**src/rtl/noc_pkg.sv**
```systemverilog
// Shared NoC definitions: direction codes, FSM states, header layout and XY routing.
package noc_pkg;

  typedef enum logic [2:0] {
    DIR_N    = 3'b000,
    DIR_S    = 3'b001,
    DIR_W    = 3'b010,
    DIR_E    = 3'b011,
    DIR_L    = 3'b100,
    DIR_NONE = 3'b111
  } dir_t;

  typedef enum logic [1:0] {
    ST_IDLE = 2'd0,
    ST_REQ  = 2'd1,
    ST_SEND = 2'd2
  } req_state_t;

  // Widest coordinate the routing function handles.
  localparam int unsigned ROUTE_W = 8;

  // Header sits in the top bits of the flit: {dest_x, dest_y, payload}.
  function automatic int unsigned dest_x_lsb(input int unsigned flit_w, input int unsigned coord_w);
    return flit_w - coord_w;
  endfunction

  function automatic int unsigned dest_y_lsb(input int unsigned flit_w, input int unsigned coord_w);
    return flit_w - 2 * coord_w;
  endfunction

  // Dimension-ordered routing: resolve X first, then Y, else local.
  function automatic dir_t xy_route(input logic [ROUTE_W-1:0] dest_x, input logic [ROUTE_W-1:0] dest_y,
                                    input logic [ROUTE_W-1:0] my_x,   input logic [ROUTE_W-1:0] my_y);
    if (dest_x > my_x)      return DIR_E;
    else if (dest_x < my_x) return DIR_W;
    else if (dest_y > my_y) return DIR_N;
    else if (dest_y < my_y) return DIR_S;
    else                    return DIR_L;
  endfunction

endpackage

```
**src/rtl/flit_fifo.sv**
```systemverilog
// Synchronous power-of-two FIFO; also exposes the entry behind the head.
module flit_fifo #(
  parameter int unsigned W     = 32,
  parameter int unsigned DEPTH = 4
) (
  input  logic                       clk,
  input  logic                       reset,
  input  logic                       push_i,
  input  logic                       pop_i,
  input  logic [W-1:0]               din_i,
  output logic [W-1:0]               head_o,
  output logic [W-1:0]               head2_o,
  output logic [$clog2(DEPTH):0]     count_o,
  output logic                       full_o,
  output logic                       empty_o
);

  localparam int unsigned AW = $clog2(DEPTH);
  localparam int unsigned CW = AW + 1;

  logic [W-1:0]  mem_q [DEPTH];
  logic [W-1:0]  mem_d [DEPTH];
  logic [AW-1:0] rd_ptr_q, rd_ptr_d;
  logic [AW-1:0] wr_ptr_q, wr_ptr_d;
  logic [CW-1:0] count_q, count_d;
  logic          do_push, do_pop;

  assign full_o  = (count_q == CW'(DEPTH));
  assign empty_o = (count_q == '0);
  assign count_o = count_q;
  assign head_o  = mem_q[rd_ptr_q];
  assign head2_o = mem_q[AW'(rd_ptr_q + AW'(1))];
  assign do_push = push_i && !full_o;
  assign do_pop  = pop_i && !empty_o;

  // Pointer, occupancy and storage update.
  always_comb begin
    rd_ptr_d = rd_ptr_q;
    wr_ptr_d = wr_ptr_q;
    mem_d    = mem_q;
    if (do_push) begin
      mem_d[wr_ptr_q] = din_i;
      wr_ptr_d        = AW'(wr_ptr_q + AW'(1));
    end
    if (do_pop) rd_ptr_d = AW'(rd_ptr_q + AW'(1));
    count_d = CW'(count_q + CW'(do_push) - CW'(do_pop));
  end

  // Control state, cleared by reset.
  always_ff @(posedge clk) begin
    if (!reset) begin
      rd_ptr_q <= '0;
      wr_ptr_q <= '0;
      count_q  <= '0;
    end else begin
      rd_ptr_q <= rd_ptr_d;
      wr_ptr_q <= wr_ptr_d;
      count_q  <= count_d;
    end
  end

  // Storage has no reset; occupancy guards every read that matters.
  always_ff @(posedge clk) begin
    mem_q <= mem_d;
  end

endmodule

```
**src/rtl/rr_input_requester.sv**
```systemverilog
// Input-port requester: buffers flits, requests the XY-routed output, sends on grant.
module rr_input_requester
  import noc_pkg::*;
#(
  parameter int unsigned FLIT_W      = 32,
  parameter int unsigned COORD_W     = 2,
  parameter int unsigned MY_X        = 0,
  parameter int unsigned MY_Y        = 0,
  parameter int unsigned DEPTH       = 4,
  parameter int unsigned CNT_W       = 4,
  parameter int unsigned STALL_LIMIT = 12
) (
  input  logic              clk,
  input  logic              reset,
  input  logic [FLIT_W-1:0] flit_i,
  input  logic              valid_i,
  output logic              ready_o,
  output logic [2:0]        nexthop_addr_o,
  input  logic              grant_n_i,
  input  logic              grant_s_i,
  input  logic              grant_w_i,
  input  logic              grant_e_i,
  input  logic              grant_l_i,
  output logic [FLIT_W-1:0] flit_o,
  output logic              flit_valid_o,
  output logic              change_order_o,
  output logic              stall_o
);

  localparam int unsigned CW    = $clog2(DEPTH) + 1;
  localparam int unsigned X_LSB = dest_x_lsb(FLIT_W, COORD_W);
  localparam int unsigned Y_LSB = dest_y_lsb(FLIT_W, COORD_W);

  req_state_t        state_q, state_d;
  dir_t              nexthop_q, nexthop_d;
  logic [FLIT_W-1:0] flit_q, flit_d;
  logic              flit_valid_q, flit_valid_d;
  logic              change_order_q, change_order_d;
  logic              stall_q, stall_d;
  logic [CNT_W-1:0]  wait_cnt_q, wait_cnt_d;

  logic              push, pop;
  logic [FLIT_W-1:0] head, head2, next_flit;
  logic [CW-1:0]     count, cnt_after;
  logic              fifo_full, fifo_empty;
  logic              sel_grant;
  dir_t              head_route, next_route;

  assign ready_o = reset && !fifo_full;
  assign push    = valid_i && ready_o;

  flit_fifo #(.W(FLIT_W), .DEPTH(DEPTH)) u_fifo (
    .clk     (clk),
    .reset   (reset),
    .push_i  (push),
    .pop_i   (pop),
    .din_i   (flit_i),
    .head_o  (head),
    .head2_o (head2),
    .count_o (count),
    .full_o  (fifo_full),
    .empty_o (fifo_empty)
  );

  // Route of the current head and of whatever becomes head after a pop.
  always_comb begin
    next_flit  = (count > CW'(1)) ? head2 : flit_i;
    cnt_after  = CW'(count - CW'(1) + CW'(push));
    head_route = xy_route(ROUTE_W'(head[X_LSB +: COORD_W]), ROUTE_W'(head[Y_LSB +: COORD_W]),
                          ROUTE_W'(MY_X), ROUTE_W'(MY_Y));
    next_route = xy_route(ROUTE_W'(next_flit[X_LSB +: COORD_W]), ROUTE_W'(next_flit[Y_LSB +: COORD_W]),
                          ROUTE_W'(MY_X), ROUTE_W'(MY_Y));
  end

  // Only the grant from the requested output counts.
  always_comb begin
    sel_grant = 1'b0;
    case (nexthop_q)
      DIR_N:   sel_grant = grant_n_i;
      DIR_S:   sel_grant = grant_s_i;
      DIR_W:   sel_grant = grant_w_i;
      DIR_E:   sel_grant = grant_e_i;
      DIR_L:   sel_grant = grant_l_i;
      default: sel_grant = 1'b0;
    endcase
  end

  // Next-state and registered-output logic.
  always_comb begin
    state_d        = state_q;
    nexthop_d      = nexthop_q;
    flit_d         = flit_q;
    flit_valid_d   = 1'b0;
    change_order_d = 1'b0;
    wait_cnt_d     = wait_cnt_q;
    stall_d        = (wait_cnt_q >= CNT_W'(STALL_LIMIT));
    pop            = 1'b0;
    case (state_q)
      ST_IDLE: begin
        nexthop_d  = DIR_NONE;
        wait_cnt_d = '0;
        if (!fifo_empty) begin
          nexthop_d = head_route;
          state_d   = ST_REQ;
        end
      end
      ST_REQ: begin
        if (sel_grant) begin
          state_d        = ST_SEND;
          flit_d         = head;
          flit_valid_d   = 1'b1;
          change_order_d = 1'b1;
          wait_cnt_d     = '0;
        end else if (wait_cnt_q != '1) begin
          wait_cnt_d = CNT_W'(wait_cnt_q + CNT_W'(1));
        end
      end
      ST_SEND: begin
        pop = 1'b1;
        if (cnt_after != '0) begin
          nexthop_d = next_route;
          state_d   = ST_REQ;
        end else begin
          nexthop_d = DIR_NONE;
          state_d   = ST_IDLE;
        end
      end
      default: begin
        state_d   = ST_IDLE;
        nexthop_d = DIR_NONE;
      end
    endcase
  end

  // State and output registers.
  always_ff @(posedge clk) begin
    if (!reset) begin
      state_q        <= ST_IDLE;
      nexthop_q      <= DIR_NONE;
      flit_q         <= '0;
      flit_valid_q   <= 1'b0;
      change_order_q <= 1'b0;
      stall_q        <= 1'b0;
      wait_cnt_q     <= '0;
    end else begin
      state_q        <= state_d;
      nexthop_q      <= nexthop_d;
      flit_q         <= flit_d;
      flit_valid_q   <= flit_valid_d;
      change_order_q <= change_order_d;
      stall_q        <= stall_d;
      wait_cnt_q     <= wait_cnt_d;
    end
  end

  assign nexthop_addr_o = nexthop_q;
  assign flit_o         = flit_q;
  assign flit_valid_o   = flit_valid_q;
  assign change_order_o = change_order_q;
  assign stall_o        = stall_q;

endmodule

```
**config.mk**
```make
export PLATFORM = sky130hd
export DESIGN_NAME = rr_input_requester
export DESIGN_NICKNAME = d
export VERILOG_FILES = /design/src/rtl/noc_pkg.sv /design/src/rtl/flit_fifo.sv /design/src/rtl/rr_input_requester.sv
export SDC_FILE = /design/constraint.sdc
export NUM_CORES = 1
export LEC_CHECK = 0
export ABC_AREA = 1
export CELL_PAD_IN_SITES_DETAIL_PLACEMENT = 2
export CELL_PAD_IN_SITES_GLOBAL_PLACEMENT = 2
export CORE_MARGIN = 2
export CORE_UTILIZATION = 40
export CTS_BUF_LIST = sky130_fd_sc_hd__clkbuf_4
export CTS_CLUSTER_DIAMETER = 60
export DETAILED_ROUTE_END_ITERATION = 6
export GPL_TIMING_DRIVEN = 1
export PLACE_DENSITY_LB_ADDON = 0.1
export SKIP_CTS_REPAIR_TIMING = 1
export SLEW_MARGIN = 20
export SYNTH_ARGS = -nofsm -noshare
export SYNTH_HDL_FRONTEND = slang
export SYNTH_HIERARCHICAL = 1
export SYNTH_SLANG_ARGS = --single-unit
```
**constraint.sdc**
```tcl
create_clock -name clk -period 5.75 [get_ports clk]
set_clock_uncertainty 0.15 [all_clocks]
set_input_delay 0.575 -clock clk [delete_from_list [all_inputs] [get_ports clk]]
set_output_delay 0.575 -clock clk [all_outputs]
set_load 0.05 [all_outputs]
```
==> flow_summary.json <==
{
  "start_util_pct": 41.0,
  "final_cell_area_sq_mm": 0.00848,
  "setup.worst_path.class": "reg2out",
  "timing.critical_path.to_type": "output port",
  "outcome": "finished clean",
  "final_setup_violation_count": 0,
  "cts_made_buffers": 17,
  "global_route.overflow_total": 0,
  "chipWidth_um": 140,
  "power.leakage_nw": 3.12,
  "number_of_antenna_violations_at_the_first_check_in_global_routing": 1,
  "drt_drc_violations_left": 0,
  "grt_util_met1_pct": 23.8,
  "critPathMaxFanout": 6,
  "post_synth_instance_area_sq_mm": 0.00738,
  "ctsLongestPathBuffers": 2,
  "routed_wirelength_um": 19200,
  "critical_path_buffers_and_inverters": 2,
  "cts_htree_levels": 4,
  "maxCapViolations": 0,
  "die-area_sq_mm": 0.0196,
  "placed_instance_area_sq_mm": 0.00822,
  "regToRegStartpoint": "u_fifo/count_o[1]",
  "fin_setup_tns_ns": 0,
  "nFillCells": 1881,
  "layout_worst_path_cycle_share_pct": 54.1,
  "globalRouteMet3Util_pct": 3.72,
  "io_buffer_count": 76,
  "synth.yosys.warnings": 6,
  "r2r_cells": 9,
  "cts_tree": "yes",
  "period_minus_slack_ns": 3.11,
  "actual_transition_at_the_worst_max_transition_pin_ns": 1.05,
  "hold_viol": 0,
  "whs_path_depth": 2,
  "startpoint_type": "register",
  "global_route_wire_length_before_repair_um": 31000,
  "r2r_endpoint": "u_fifo/mem_q[94]",
  "design.portCount": 79,
  "drt-pass1-iter-count": 4,
  "irDropWorstVdd_v": 0.000145,
  "power.density_cell_area_mw_per_mm2": 283,
  "drt-vias-per-instance": 5.23,
  "synth.net_count": 736,
  "antenna_violating_nets_post_route": 0,
  "area.growth.synth_to_final_pct": 14.8,
  "layout-drive-gt1-share_pct": 11.2,
  "routedWlPerCell_um": 19.5,
  "hold_wc_startpoint": "flit_o[18]",
  "core-area_sq_mm": 0.0180,
  "dp.final_hpwl_um": 12200,
  "regToRegSetupSlack_ns": 2.73,
  "relSlewSlack_pct": 30.3,
  "drt-initial-drc-count": 260,
  "rsz0062_at_grt": "false",
  "slew_viol_final": 0,
  "globalplace.congestion": 0.744,
  "routed_vias": 5158,
  "hold_removal_path_class": "reg2reg",
  "cts_sinks": 177,
  "crit_arrival_ns": 2.39,
  "rows": 49,
  "insertion_delay_ns": 0.57,
  "grt.busiest_layer": "met2",
  "grt_pass1_vias": 5720,
  "critical_path.slowest_cell": "sky130_fd_sc_hd__clkdlybuf4s50_1",
  "synthesized_area_divided_by_synthesized_cell_count_sq_um": 10.8,
  "maximum_clock_frequency_ghz": 0.321,
  "grt_use_total_pct": 20.7,
  "clk_transition_reported_paths_ns": 0.16,
  "nets": 793,
  "cp.required_ns": 5.03,
  "critical-path-max-stage-delay_ns": 0.83,
  "number_of_cells_produced_by_synthesis": 686,
  "grt_start_max_net_pins": 106,
  "cell_repeated_most_along_the_worst_path": "sky130_fd_sc_hd__nor2_1",
  "crit_family": "buffers and inverters",
  "min_delay_worst_endpoint": "flit_o[18]",
  "clock_tree.root_cell": "sky130_fd_sc_hd__clkbuf_4",
  "critical_path_cell_count": 5,
  "timing.critical_path.cells": "nor2_1, nand2_1, inv_1, nor2_1, clkdlybuf4s50_1",
  "grtUsageMet2_pct": 38.6,
  "chip_height_um": 140
}
[metrics by stage]
step	worst slack, ns	instances	hold WS, ns	util, %	power (mW)
after floorplan	1.75	686	0.319	-	1.65
after global placement	2.23	953	0.326	45.6	1.75
after detailed placement	2.12	953	0.348	45.6	1.77
after CTS	2.54	985	0.358	47.0	2.43
after global routing	2.41	986	0.372	47.0	2.50
final	2.64	986	0.377	47.0	2.40
[area by class of cell]
cell class                 instances  area [sq um]  area share, %
multi-input combinational        396          2040           24.1
antenna                            1          2.50         0.0295
clock buffer                      18           135           1.59
timing repair buffer              82           801           9.45
sequential                       177          4830           56.9
inverter                          69           264           3.11
clock inverter                    14           121           1.43
tap                              229           287           3.38
[worst max-delay path by stage]
stage,start,to
CTS,u_fifo/count_o[1],ready_o
detailed placement,reset,u_fifo/mem_q[76]
floorplan,reset,u_fifo/mem_q[0]
finish,u_fifo/count_o[1],ready_o
global placement,reset,u_fifo/mem_q[8]
global route,u_fifo/count_o[1],ready_o
[layout by cell type, fill, tap and decap left out]
cell type and instances:
sky130_fd_sc_hd__edfxtp_1 128, sky130_fd_sc_hd__nor2_1 121, sky130_fd_sc_hd__clkdlybuf4s50_1 75, sky130_fd_sc_hd__o21ai_1 70
sky130_fd_sc_hd__inv_1 60, sky130_fd_sc_hd__o21ai_0 60, sky130_fd_sc_hd__dfxtp_1 48, sky130_fd_sc_hd__nand2_1 45
sky130_fd_sc_hd__nand3_1 31, sky130_fd_sc_hd__a21oi_2 26, sky130_fd_sc_hd__clkbuf_4 18, sky130_fd_sc_hd__a21oi_1 14
sky130_fd_sc_hd__ha_1 9, sky130_fd_sc_hd__inv_2 8, sky130_fd_sc_hd__nor2_4 6, sky130_fd_sc_hd__buf_4 6
sky130_fd_sc_hd__inv_6 5, sky130_fd_sc_hd__inv_8 4, sky130_fd_sc_hd__o21ai_2 4, sky130_fd_sc_hd__o31ai_1 2
sky130_fd_sc_hd__xnor2_1 2, sky130_fd_sc_hd__clkinvlp_4 2, sky130_fd_sc_hd__clkinv_4 2, sky130_fd_sc_hd__diode_2 1
sky130_fd_sc_hd__nand3_4 1, sky130_fd_sc_hd__nand4_1 1, sky130_fd_sc_hd__xor2_1 1, sky130_fd_sc_hd__o211ai_1 1
sky130_fd_sc_hd__a31oi_1 1, sky130_fd_sc_hd__clkinv_2 1, sky130_fd_sc_hd__clkinv_1 1, sky130_fd_sc_hd__buf_2 1
sky130_fd_sc_hd__fa_1 1, sky130_fd_sc_hd__dfxtp_2 1
[per-layer routing]
layer  wire, um  vias to the layer above
met5          0                        -
met4        289                        0
met3        719                       22
met2      10400                      110
met1       7870                     2589
li1           -                     2437
[power breakdown]
| group | internal, mW | switching [mW] | total [mW] |
|---|---|---|---|
| combinational | 0.0939 | 0.198 | 0.292 |
| clock | 0.192 | 0.464 | 0.656 |
| sequential | 1.42 | 0.0275 | 1.45 |
| total | 1.71 | 0.689 | 2.40 |
[tightest hold or removal path, delay by kind of cell, from the launching register on]
family / cells / cell delay [ns]
AOI/OAI and AO/OA: 1 / 0.07
and+or+nand+nor: 1 / 0.07
DFF: 1 / 0.36
[sequential cells by signal, indices dropped and copies added (netlist names), 2 cells and up]
register / flops
flit_o: 32
nexthop_addr_o: 2
state_q: 2
u_fifo/count_o: 3
u_fifo/mem_q: 128
u_fifo/rd_ptr_q: 2
u_fifo/wr_ptr_q: 2
wait_cnt_q: 4
Note: power is estimated with default switching activity, not from simulation.
